### src/rtl/smr_mem_pkg.sv
// rtl/smr_mem_pkg.sv - memory command encodings and access FSM state type
package smr_mem_pkg;

  localparam logic [1:0] MNONE  = 2'b00;
  localparam logic [1:0] MREAD  = 2'b01;
  localparam logic [1:0] MWRITE = 2'b10;

  typedef enum logic [1:0] {
    S_IDLE  = 2'd0,
    S_FETCH = 2'd1,
    S_LOAD  = 2'd2,
    S_STORE = 2'd3
  } mau_state_t;

endpackage

### src/rtl/pc_unit.sv
// rtl/pc_unit.sv - program counter with reset vector, increment and branch load
module pc_unit #(
  parameter int unsigned       ADDR_W   = 9,
  parameter logic [ADDR_W-1:0] RESET_PC = '0
) (
  input  logic              clk,
  input  logic              reset,
  input  logic              load_i,
  input  logic [ADDR_W-1:0] target_i,
  input  logic              inc_i,
  output logic [ADDR_W-1:0] pc_o
);

  logic [ADDR_W-1:0] pc_q, pc_d;

  // branch load has priority; the increment wraps modulo 2^ADDR_W
  always_comb begin
    pc_d = pc_q;
    if (load_i) begin
      pc_d = target_i;
    end else if (inc_i) begin
      pc_d = pc_q + 1'b1;
    end
  end

  // PC register, returns to the reset vector on reset
  always_ff @(posedge clk or negedge reset) begin
    if (!reset) begin
      pc_q <= RESET_PC;
    end else begin
      pc_q <= pc_d;
    end
  end

  assign pc_o = pc_q;

endmodule

### src/rtl/mem_access_unit.sv
// rtl/mem_access_unit.sv - fetch/load/store engine with wait states (optional MEM_TIMEOUT_EN)
module mem_access_unit
  import smr_mem_pkg::*;
#(
  parameter int unsigned       ADDR_W   = 9,
  parameter int unsigned       DATA_W   = 16,
  parameter logic [ADDR_W-1:0] RESET_PC = '0
`ifdef MEM_TIMEOUT_EN
  , parameter int unsigned     TIMEOUT_CYC = 15
`endif
) (
  input  logic              clk,
  input  logic              reset,
  input  logic              req_fetch,
  input  logic              req_load,
  input  logic              req_store,
  input  logic              load_addr,
  input  logic [ADDR_W-1:0] addr_in,
  input  logic              pc_load,
  input  logic [ADDR_W-1:0] pc_target,
  input  logic [DATA_W-1:0] wdata_in,
  input  logic [DATA_W-1:0] read_data,
  input  logic              mem_ready,
  output logic [1:0]        mem_cmd,
  output logic [ADDR_W-1:0] mem_addr,
  output logic [DATA_W-1:0] write_data,
  output logic [DATA_W-1:0] instruction,
  output logic [DATA_W-1:0] rdata,
  output logic [ADDR_W-1:0] pc,
  output logic              busy,
  output logic              done,
  output logic              err
);

  mau_state_t        state_q, state_d;
  logic [ADDR_W-1:0] da_q;
  logic [ADDR_W-1:0] acc_addr_q;
  logic [DATA_W-1:0] instr_q, rdata_q, wdata_q;
  logic              done_q;
  logic              idle, complete, abort;
  logic              accept_fetch, accept_load, accept_store;

  assign idle         = (state_q == S_IDLE);
  assign accept_fetch = idle & req_fetch;
  assign accept_load  = idle & ~req_fetch & req_load;
  assign accept_store = idle & ~req_fetch & ~req_load & req_store;
  assign complete     = ~idle & mem_ready;

  pc_unit #(
    .ADDR_W  (ADDR_W),
    .RESET_PC(RESET_PC)
  ) u_pc (
    .clk     (clk),
    .reset   (reset),
    .load_i  (idle & pc_load),
    .target_i(pc_target),
    .inc_i   (complete & (state_q == S_FETCH)),
    .pc_o    (pc)
  );

`ifdef MEM_TIMEOUT_EN
  localparam int unsigned       WAIT_W    = $clog2(TIMEOUT_CYC + 1);
  localparam logic [WAIT_W-1:0] WAIT_LAST = WAIT_W'(TIMEOUT_CYC - 1);

  logic [WAIT_W-1:0] wait_q, wait_d;
  logic              err_q;

  // the TIMEOUT_CYC-th consecutive wait cycle gives up on the access
  assign abort = ~idle & ~mem_ready & (wait_q == WAIT_LAST);

  // count wait states of the current access; cleared when idle, on completion and on abort
  always_comb begin
    wait_d = wait_q + 1'b1;
    if (idle || mem_ready || abort) begin
      wait_d = '0;
    end
  end

  // wait counter and sticky timeout flag
  always_ff @(posedge clk or negedge reset) begin
    if (!reset) begin
      wait_q <= '0;
      err_q  <= 1'b0;
    end else begin
      wait_q <= wait_d;
      if (abort) begin
        err_q <= 1'b1;
      end
    end
  end

  assign err = err_q;
`else
  assign abort = 1'b0;
  assign err   = 1'b0;
`endif

  // access sequencing: highest-priority request in IDLE, back to IDLE on ready or abort
  always_comb begin
    state_d = state_q;
    case (state_q)
      S_IDLE: begin
        if (accept_fetch) begin
          state_d = S_FETCH;
        end else if (accept_load) begin
          state_d = S_LOAD;
        end else if (accept_store) begin
          state_d = S_STORE;
        end
      end
      default: begin
        if (complete || abort) begin
          state_d = S_IDLE;
        end
      end
    endcase
  end

  // state, address/data capture and completion pulse
  always_ff @(posedge clk or negedge reset) begin
    if (!reset) begin
      state_q    <= S_IDLE;
      da_q       <= '0;
      acc_addr_q <= '0;
      instr_q    <= '0;
      rdata_q    <= '0;
      wdata_q    <= '0;
      done_q     <= 1'b0;
    end else begin
      state_q <= state_d;
      done_q  <= complete | abort;
      if (load_addr) begin
        da_q <= addr_in;
      end
      // the access keeps the DA value seen at accept, later load_addr only affects the next one
      if (accept_load || accept_store) begin
        acc_addr_q <= da_q;
      end
      if (accept_store) begin
        wdata_q <= wdata_in;
      end
      if (complete && state_q == S_FETCH) begin
        instr_q <= read_data;
      end
      if (complete && state_q == S_LOAD) begin
        rdata_q <= read_data;
      end
    end
  end

  // bus command and address mux
  always_comb begin
    mem_cmd  = MNONE;
    mem_addr = da_q;
    case (state_q)
      S_FETCH: begin
        mem_cmd  = MREAD;
        mem_addr = pc;
      end
      S_LOAD: begin
        mem_cmd  = MREAD;
        mem_addr = acc_addr_q;
      end
      S_STORE: begin
        mem_cmd  = MWRITE;
        mem_addr = acc_addr_q;
      end
      default: ;
    endcase
  end

  assign write_data  = wdata_q;
  assign instruction = instr_q;
  assign rdata       = rdata_q;
  assign busy        = ~idle;
  assign done        = done_q;

endmodule

### config.mk
export PLATFORM = sky130hd
export DESIGN_NAME = mem_access_unit
export DESIGN_NICKNAME = d
export VERILOG_FILES = /design/src/rtl/smr_mem_pkg.sv /design/src/rtl/pc_unit.sv /design/src/rtl/mem_access_unit.sv
export SDC_FILE = /design/constraint.sdc
export NUM_CORES = 1
export LEC_CHECK = 0
export ABC_AREA = 1
export CAP_MARGIN = 10
export CORE_ASPECT_RATIO = 2
export CORE_UTILIZATION = 45
export DETAILED_ROUTE_END_ITERATION = 7
export PLACE_DENSITY = 0.8
export SLEW_MARGIN = 30
export SYNTH_ARGS = -nofsm -noshare
export SYNTH_HDL_FRONTEND = slang
export SYNTH_HIERARCHICAL = 1
export SYNTH_SLANG_ARGS = --single-unit
### constraint.sdc
create_clock -name clk -period 1.83 [get_ports clk]
set_input_delay 0.183 -clock clk [delete_from_list [all_inputs] [get_ports clk]]
set_output_delay 0.183 -clock clk [all_outputs]
set_load 0.05 [all_outputs]
==> metrics.md, run 1 <==
| Metric | Value |
|---|---|
| Status | `complete, no violations` |
| Unique masters post-synth | `26` |
| PD cells | `2210 nW/µm²` |
| DR iter-0 viols | `308` |
| WP data required | `1.65 ns` |
| IO Count | `129` |
| Routed WL | `9620 µm` |
| First-pass GRT wire length | `15,000 µm` |
| Fmax | `547 MHz` |
| Critical-path top delay cell | `dfrtp_2` |
| Die Y | `129 µm` |
| Sw power | `0.00591 W` |
| CP Capture Type | `output pin` |
| Dpl hpwl | `6810 µm` |
| Gpl congestion | `0.793` |
| Fin crit period | `1.83 ns` |
| Reg clk slew, reported paths | `0.06 ns` |
| Final Skew | `0.00630 ns` |
| Worst-margin pin slew | `0.575 ns` |
| Vias per cell | `5.06` |
| Sum Neg Setup Slack | `0 ns` |
| 1st-pass router iterations | `5` |
| Static leakage | `2.60 nW` |
| Die area | `8420 µm²` |
| Syn avg cell area | `9.20 µm²` |
| Design Power | `0.0122 W` |
| Clock buffer count from CTS | `9` |
| Most frequent cells in the layout | `110 x nand2_1, 107 x clkdlybuf4s50_1, 76 x dfrtp_1, 51 x inv_1, 31 x o21ai_2` |
| Initial Utilization | `47.2%` |
| Mapped Cells | `393` |
| Skew-Pair Late Insertion Delay | `0.33 ns` |
| Slowest stage delay, CP | `0.44 ns` |
| Seq/Total Area, Yosys | `54.0%` |
| CP bufs+invs | `3` |
| Residual DRC | `0` |
| RSZ-0062 raised after global routing | `yes` |
| P_int | `0.00628 W` |
| Critical path class | `register to output pin` |
| Tot GR Track Use | `24.0%` |
| Layout Nets | `593` |
| Endpoints failing setup | `0` |
| Switching share of total power | `48.5%` |
| Hold Crit Class | `primary input to async pin` |
| Max-slew violations | `0` |
| Sequential share of power | `24.8%` |
| Yosys reg bits | `78` |
| Layout area overhead | `52.6%` |
| Row cnt | `45` |
| Comb power frac | `60.6%` |
| Post-synth net total | `457` |
| Post-synthesis cell area | `3620 µm²` |
| Antenna Diode Count | `0` |
| Most common cell after layout, fill and taps aside | `nand2_1` |
| Slew headroom | `61.7%` |
| Largest net degree at the start of global routing | `43` |
| Final Hold Vio Count | `0` |
| Die width | `65.4 µm` |
| H-tree levels | `3` |
| Grt total ovfl | `0` |
| Top delay family on crit path | `flip-flops` |
| Number of global-route vias before repair | `3,196` |
| Vias | `3,180` |
| Final worst-path cycle share | `99.8%` |
| Clock root buffer | `clkbuf_16` |
| Post-route ant nets | `0` |
| CP Cell Sequence | `inv_4 > ha_4 > buf_4 > a22oi_2 > buf_12` |
| I/O Buffers | `127` |
| Crit Path Max Fanout | `12` |
| VDD IR max | `1.23 mV` |
| Core Region | `7660 µm²` |
| Clk buf depth | `2` |
| Clock power frac | `14.6%` |
| TritonCTS clock tree | `built` |
| Worst setup SP type | `register` |
| Final Core Density | `72.0%` |
| Max Cap Viol | `0` |
| Clock sinks | `78` |
| Synthesis warning total | `6` |
| Layout cells sized above 1 | `19.9%` |
| Initial antenna violation count | `0` |
| Data arrival, critical path | `1.64 ns` |
| Wire per inst | `15.3 µm` |
## worst reg2reg max path: cells and delay by family (launching register included)
kind	cells	cell delay [ns]
AOI/OAI and AO/OA	1	0.22
adders and majority gates	1	0.23
buffers and inverters	2	0.22
DFF	1	0.46
and+or+nand+nor	2	0.42
## per-layer routing
layer  up-vias  GRT usage, %  routed length, µm
li1       1522             -                  -
met1      1498          24.7               3410
met2       133          42.1               5260
met3        27          5.76                535
met4         0          15.3                408
met5         -             0                  0
## flip-flops by register name, indices dropped and copies added, names as in the netlist
register and count:
u_pc/pc_o 9, write_data 16, done 1, da_q 9, instruction 16, state_q 2, acc_addr_q 9, rdata 16
## layout make-up
type / count / area, µm²
Timing Repair Buffer: 140 / 1480
Sequential cell: 78 / 1950
Fill cell: 592 / 2140
Tap cell: 94 / 118
Clock inverter: 6 / 58.8
Inverter: 55 / 211
Clock buffer: 10 / 239
Multi-Input combinational cell: 245 / 1450
## power by group through the flow
stage / Clock (W) / Sequential (W) / Combinational, W
detailed placement: 0 / 0.00300 / 0.00724
finish: 0.00178 / 0.00303 / 0.00739
CTS: 0.00181 / 0.00301 / 0.00734
global placement: 0 / 0.00297 / 0.00711
global route: 0.00188 / 0.00310 / 0.00775
floorplan: 0 / 0.00498 / 0.00250
## path summary, 6_finish.rpt
| path | to | slack [ns] | from | cells after the start |
|---|---|---|---|---|
| max | mem_addr[2] | 0.003 | state_q[1]$_DFFE_PN0P_ | 5 |
| min | instruction[10]$_DFFE_PN0P_ | 0.38 | reset | 2 |
| max reg2reg | write_data[13]$_DFFE_PN0P_ | 0.20 | state_q[1]$_DFFE_PN0P_ | 6 |
| min reg2reg | rdata[1]$_DFFE_PN0P_ | 0.48 | rdata[1]$_DFFE_PN0P_ | 2 |
| max in group asynchronous | rdata[6]$_DFFE_PN0P_ | 0.83 | reset | 3 |
| min in group clk | write_data[5]$_DFFE_PN0P_ | 0.40 | wdata_in[5] | 3 |
## cells by family after synthesis
kind of cell	after synthesis	synth area share (%)
adder cells (fa/ha/maj)	6	2.08
other	1	0.104
XOR/XNOR	1	0.242
flip-flops	78	54.0
AO/OA/AOI/OAI	96	18.1
buffers and inverters	73	9.24
AND/OR/NAND/NOR	138	16.3
## cells in the mapped netlist
cell type | count | share of area (%)
nand2_1 | 110 | 11
dfrtp_1 | 78 | 54
inv_1 | 53 | 5.5
o21ai_2 | 31 | 7.5
o21ai_1 | 26 | 3.6
a22oi_1 | 16 | 3.3
nand3_1 | 13 | 1.8
a21oi_1 | 10 | 1.4
o21ai_0 | 10 | 1.4
buf_2 | 9 | 1.2
nor2_1 | 7 | 0.73
ha_1 | 6 | 2.1
buf_6 | 5 | 1.6
buf_4 | 3 | 0.62
inv_2 | 2 | 0.21
nand2_2 | 2 | 0.35
nor2_4 | 2 | 0.62
o21bai_1 | 2 | 0.42
clkbuf_1 | 1 | 0.10
conb_1 | 1 | 0.10
nand3_4 | 1 | 0.48
nor2_2 | 1 | 0.17
nor2_8 | 1 | 0.55
o21ai_4 | 1 | 0.45
or2_2 | 1 | 0.17
xnor2_1 | 1 | 0.24
## stage by stage
step	std cells	cell area, µm²	hold slack (ns)	worst slack (ns)
3_3_place_gp	605	5100	0.212	0.174
2_1_floorplan	393	3660	-0.113	0.0187
4_1_cts	624	5470	0.395	-0.0103
6_report	628	5520	0.381	0.00319
5_1_grt	628	5520	0.405	-0.0330
3_5_place_dp	605	5100	0.216	0.0714
## repair_timing
item                       in CTS  in global routing
hold endpoints to repair       40                  0
hold buffers                    1                  0
cloned                          1                  2
gates resized for setup        17                  5
buffers inserted                1                  2
pin swaps                       3                  6
setup endpoints to repair      14                 26
No activity file was read; power rests on OpenSTA's default activity.
==> run 2: changes to the inputs <==
TNS_END_PERCENT = 30   (was not set)
==> metrics.md, run 2 (synthesis results as in run 1) <==
| Metric | Value |
|---|---|
| Status | `complete, no violations (unchanged)` |
| Setup crit start | `state_q[1]$_DFFE_PN0P_ (unchanged)` |
| Worst setup SP type | `register (unchanged)` |
| Skew-Pair Late Insertion Delay | `0.33 ns (about the same)` |
| Max Cap Viol | `0 (unchanged)` |
| Sum Neg Setup Slack | `0 ns (unchanged)` |
| Dpl cells | `605 (unchanged)` |
| Largest net degree at the start of global routing | `43 (unchanged)` |
| Fill count | `599 (was 592)` |
| Initial antenna violation count | `0 (unchanged)` |
| Vias per cell | `5.04 (was 5.06)` |
| Critical Path Sink | `mem_addr[2] (unchanged)` |
| Clock sinks | `78 (unchanged)` |
| Fmax | `548 MHz (was 547 MHz)` |
| Final worst-path cycle share | `99.8% (about the same)` |
| Worst-margin pin slew | `0.571 ns (was 0.575 ns)` |
| IO Count | `129 (unchanged)` |
| Dpl hpwl | `6810 µm (unchanged)` |
| Critical path class | `register to output pin (unchanged)` |
| Crit Path Max Fanout | `13 (was 12)` |
| Endpoints failing setup | `0 (unchanged)` |
| Cell Area, Placed | `5100 µm² (unchanged)` |
| Die Y | `129 µm (unchanged)` |
| Worst hold slack | `0.377 ns (was 0.381 ns)` |
| R2r startpoint | `state_q[1]$_DFFE_PN0P_ (unchanged)` |
| PD cells | `2210 nW/µm² (about the same)` |
| VDD IR max | `1.23 mV (about the same)` |
| Grt total ovfl | `0 (unchanged)` |
| I/O Buffers | `127 (unchanged)` |
| Most frequent cells in the layout | `110 x nand2_1, 107 x clkdlybuf4s50_1, 76 x dfrtp_1, 51 x inv_1, 31 x o21ai_2 (unchanged)` |
| Gpl congestion | `0.793 (unchanged)` |
| Die width | `65.4 µm (unchanged)` |
| 1st-pass router iterations | `4 (was 5)` |
| Clock root buffer | `clkbuf_16 (unchanged)` |
| Data arrival, critical path | `1.64 ns (about the same)` |
| Static leakage | `2.59 nW (was 2.60 nW)` |
| First-pass GRT wire length | `15,000 µm (unchanged)` |
| DR iter-0 viols | `319 (was 308)` |
| Clk buf depth | `2 (unchanged)` |
| Die area | `8420 µm² (unchanged)` |
| Register-to-Register Path Depth | `9 (was 6)` |
| R2R setup slack | `0.20 ns (about the same)` |
| Hold Crit Class | `primary input to async pin (unchanged)` |
| Routed WL | `9470 µm (was 9620 µm)` |
| Reg area | `1950 µm² (unchanged)` |
| Design Area, Final | `5490 µm² (was 5520 µm²)` |
| Layout cells sized above 1 | `19.2% (was 19.9%)` |
| Clock buffer count from CTS | `9 (unchanged)` |
| Layout area overhead | `51.8% (was 52.6%)` |
| WP data required | `1.65 ns (about the same)` |
| RSZ-0062 raised after global routing | `yes (unchanged)` |
| Residual DRC | `0 (unchanged)` |
| Post-route ant nets | `0 (unchanged)` |
| Slew headroom | `61.9% (was 61.7%)` |
| Fin crit period | `1.83 ns (about the same)` |
| Number of global-route vias before repair | `3,196 (unchanged)` |
| Final Instance Count excl. Fillers | `625 (was 628)` |
| TritonCTS clock tree | `built (unchanged)` |
| Most common cell after layout, fill and taps aside | `nand2_1 (unchanged)` |
| Antenna Diode Count | `0 (unchanged)` |
| Vias | `3,148 (was 3,180)` |
| Max-slew violations | `0 (unchanged)` |
| Final Hold Vio Count | `0 (unchanged)` |
| Reg clk slew, reported paths | `0.06 ns (about the same)` |
| Multi-input gate area in the final layout | `1440 µm² (was 1450 µm²)` |
| Layout Nets | `590 (was 593)` |
| H-tree levels | `3 (unchanged)` |
| Wire per inst | `15.1 µm (was 15.3 µm)` |
| Final Skew | `0.00675 ns (was 0.00630 ns)` |
| R2r endpoint | `u_pc/pc_o[2]$_DFFE_PN0P_ (was write_data[13]$_DFFE_PN0P_)` |
| CP Capture Type | `output pin (unchanged)` |
| Tot GR Track Use | `24.0% (unchanged)` |
| Initial Utilization | `47.2% (unchanged)` |
| Core Region | `7660 µm² (unchanged)` |
| Row cnt | `45 (unchanged)` |
==> run 2: power breakdown <==
part / internal, W / switching [W]
clock: 0.00109 / 0.000686
sequential: 0.00245 / 0.000566
combinational: 0.00270 / 0.00462
==> run 2: timing repair <==
item,CTS,global route
hold endpoints to repair,40,0
hold buffers,1,0
pin swaps,3,3
setup endpoints to repair,14,26
buffers inserted,1,0
gates resized for setup,17,3
gates cloned,1,1
==> run 2: final cells by class <==
class,count,share of cell area (%)
tap,94,2.14
timing repair buffer,138,26.7
clock inverter,6,1.07
inverter,55,3.85
clock buffer,10,4.35
multi-input combinational,244,26.3
sequential,78,35.6
==> run 2: per-stage QoR <==
stage	util, %	total power [W]	worst slack [ns]
after floorplan	-	0.00748	0.0187
after global placement	66.7	0.0101	0.174
after detailed placement	66.7	0.0102	0.0714
after CTS	71.4	0.0122	-0.0103
after global routing	71.7	0.0127	-0.0279
final	71.7	0.0121	0.00450
==> run 2: how the worst min path moves through the flow <==
stage / startpoint / end / slack [ns] / cells past startpoint
2_1_floorplan: reset / acc_addr_q[0]$_DFFE_PN0P_ / -0.11 / 0
3_3_place_gp: reset / instruction[10]$_DFFE_PN0P_ / 0.21 / 1
3_5_place_dp: reset / instruction[10]$_DFFE_PN0P_ / 0.22 / 1
4_1_cts: wdata_in[15] / write_data[15]$_DFFE_PN0P_ / 0.40 / 3
5_1_grt: wdata_in[5] / write_data[5]$_DFFE_PN0P_ / 0.40 / 3
6_report: reset / instruction[10]$_DFFE_PN0P_ / 0.38 / 2
==> run 2: metal layers <==
metal	vias up	GRT usage, %	part of all wire [%]
met5	-	0	0
li1	1515	-	-
met1	1484	24.7	35
met3	31	5.76	5.2
met4	0	15.3	5.2
met2	118	42.1	54
==> run 2: critical path, stage by stage, from the launching register on <==
cell	delay, ns
dfrtp_2	0.43
inv_4	0.07
ha_4	0.21
buf_4	0.16
a22oi_2	0.25
buf_12	0.18
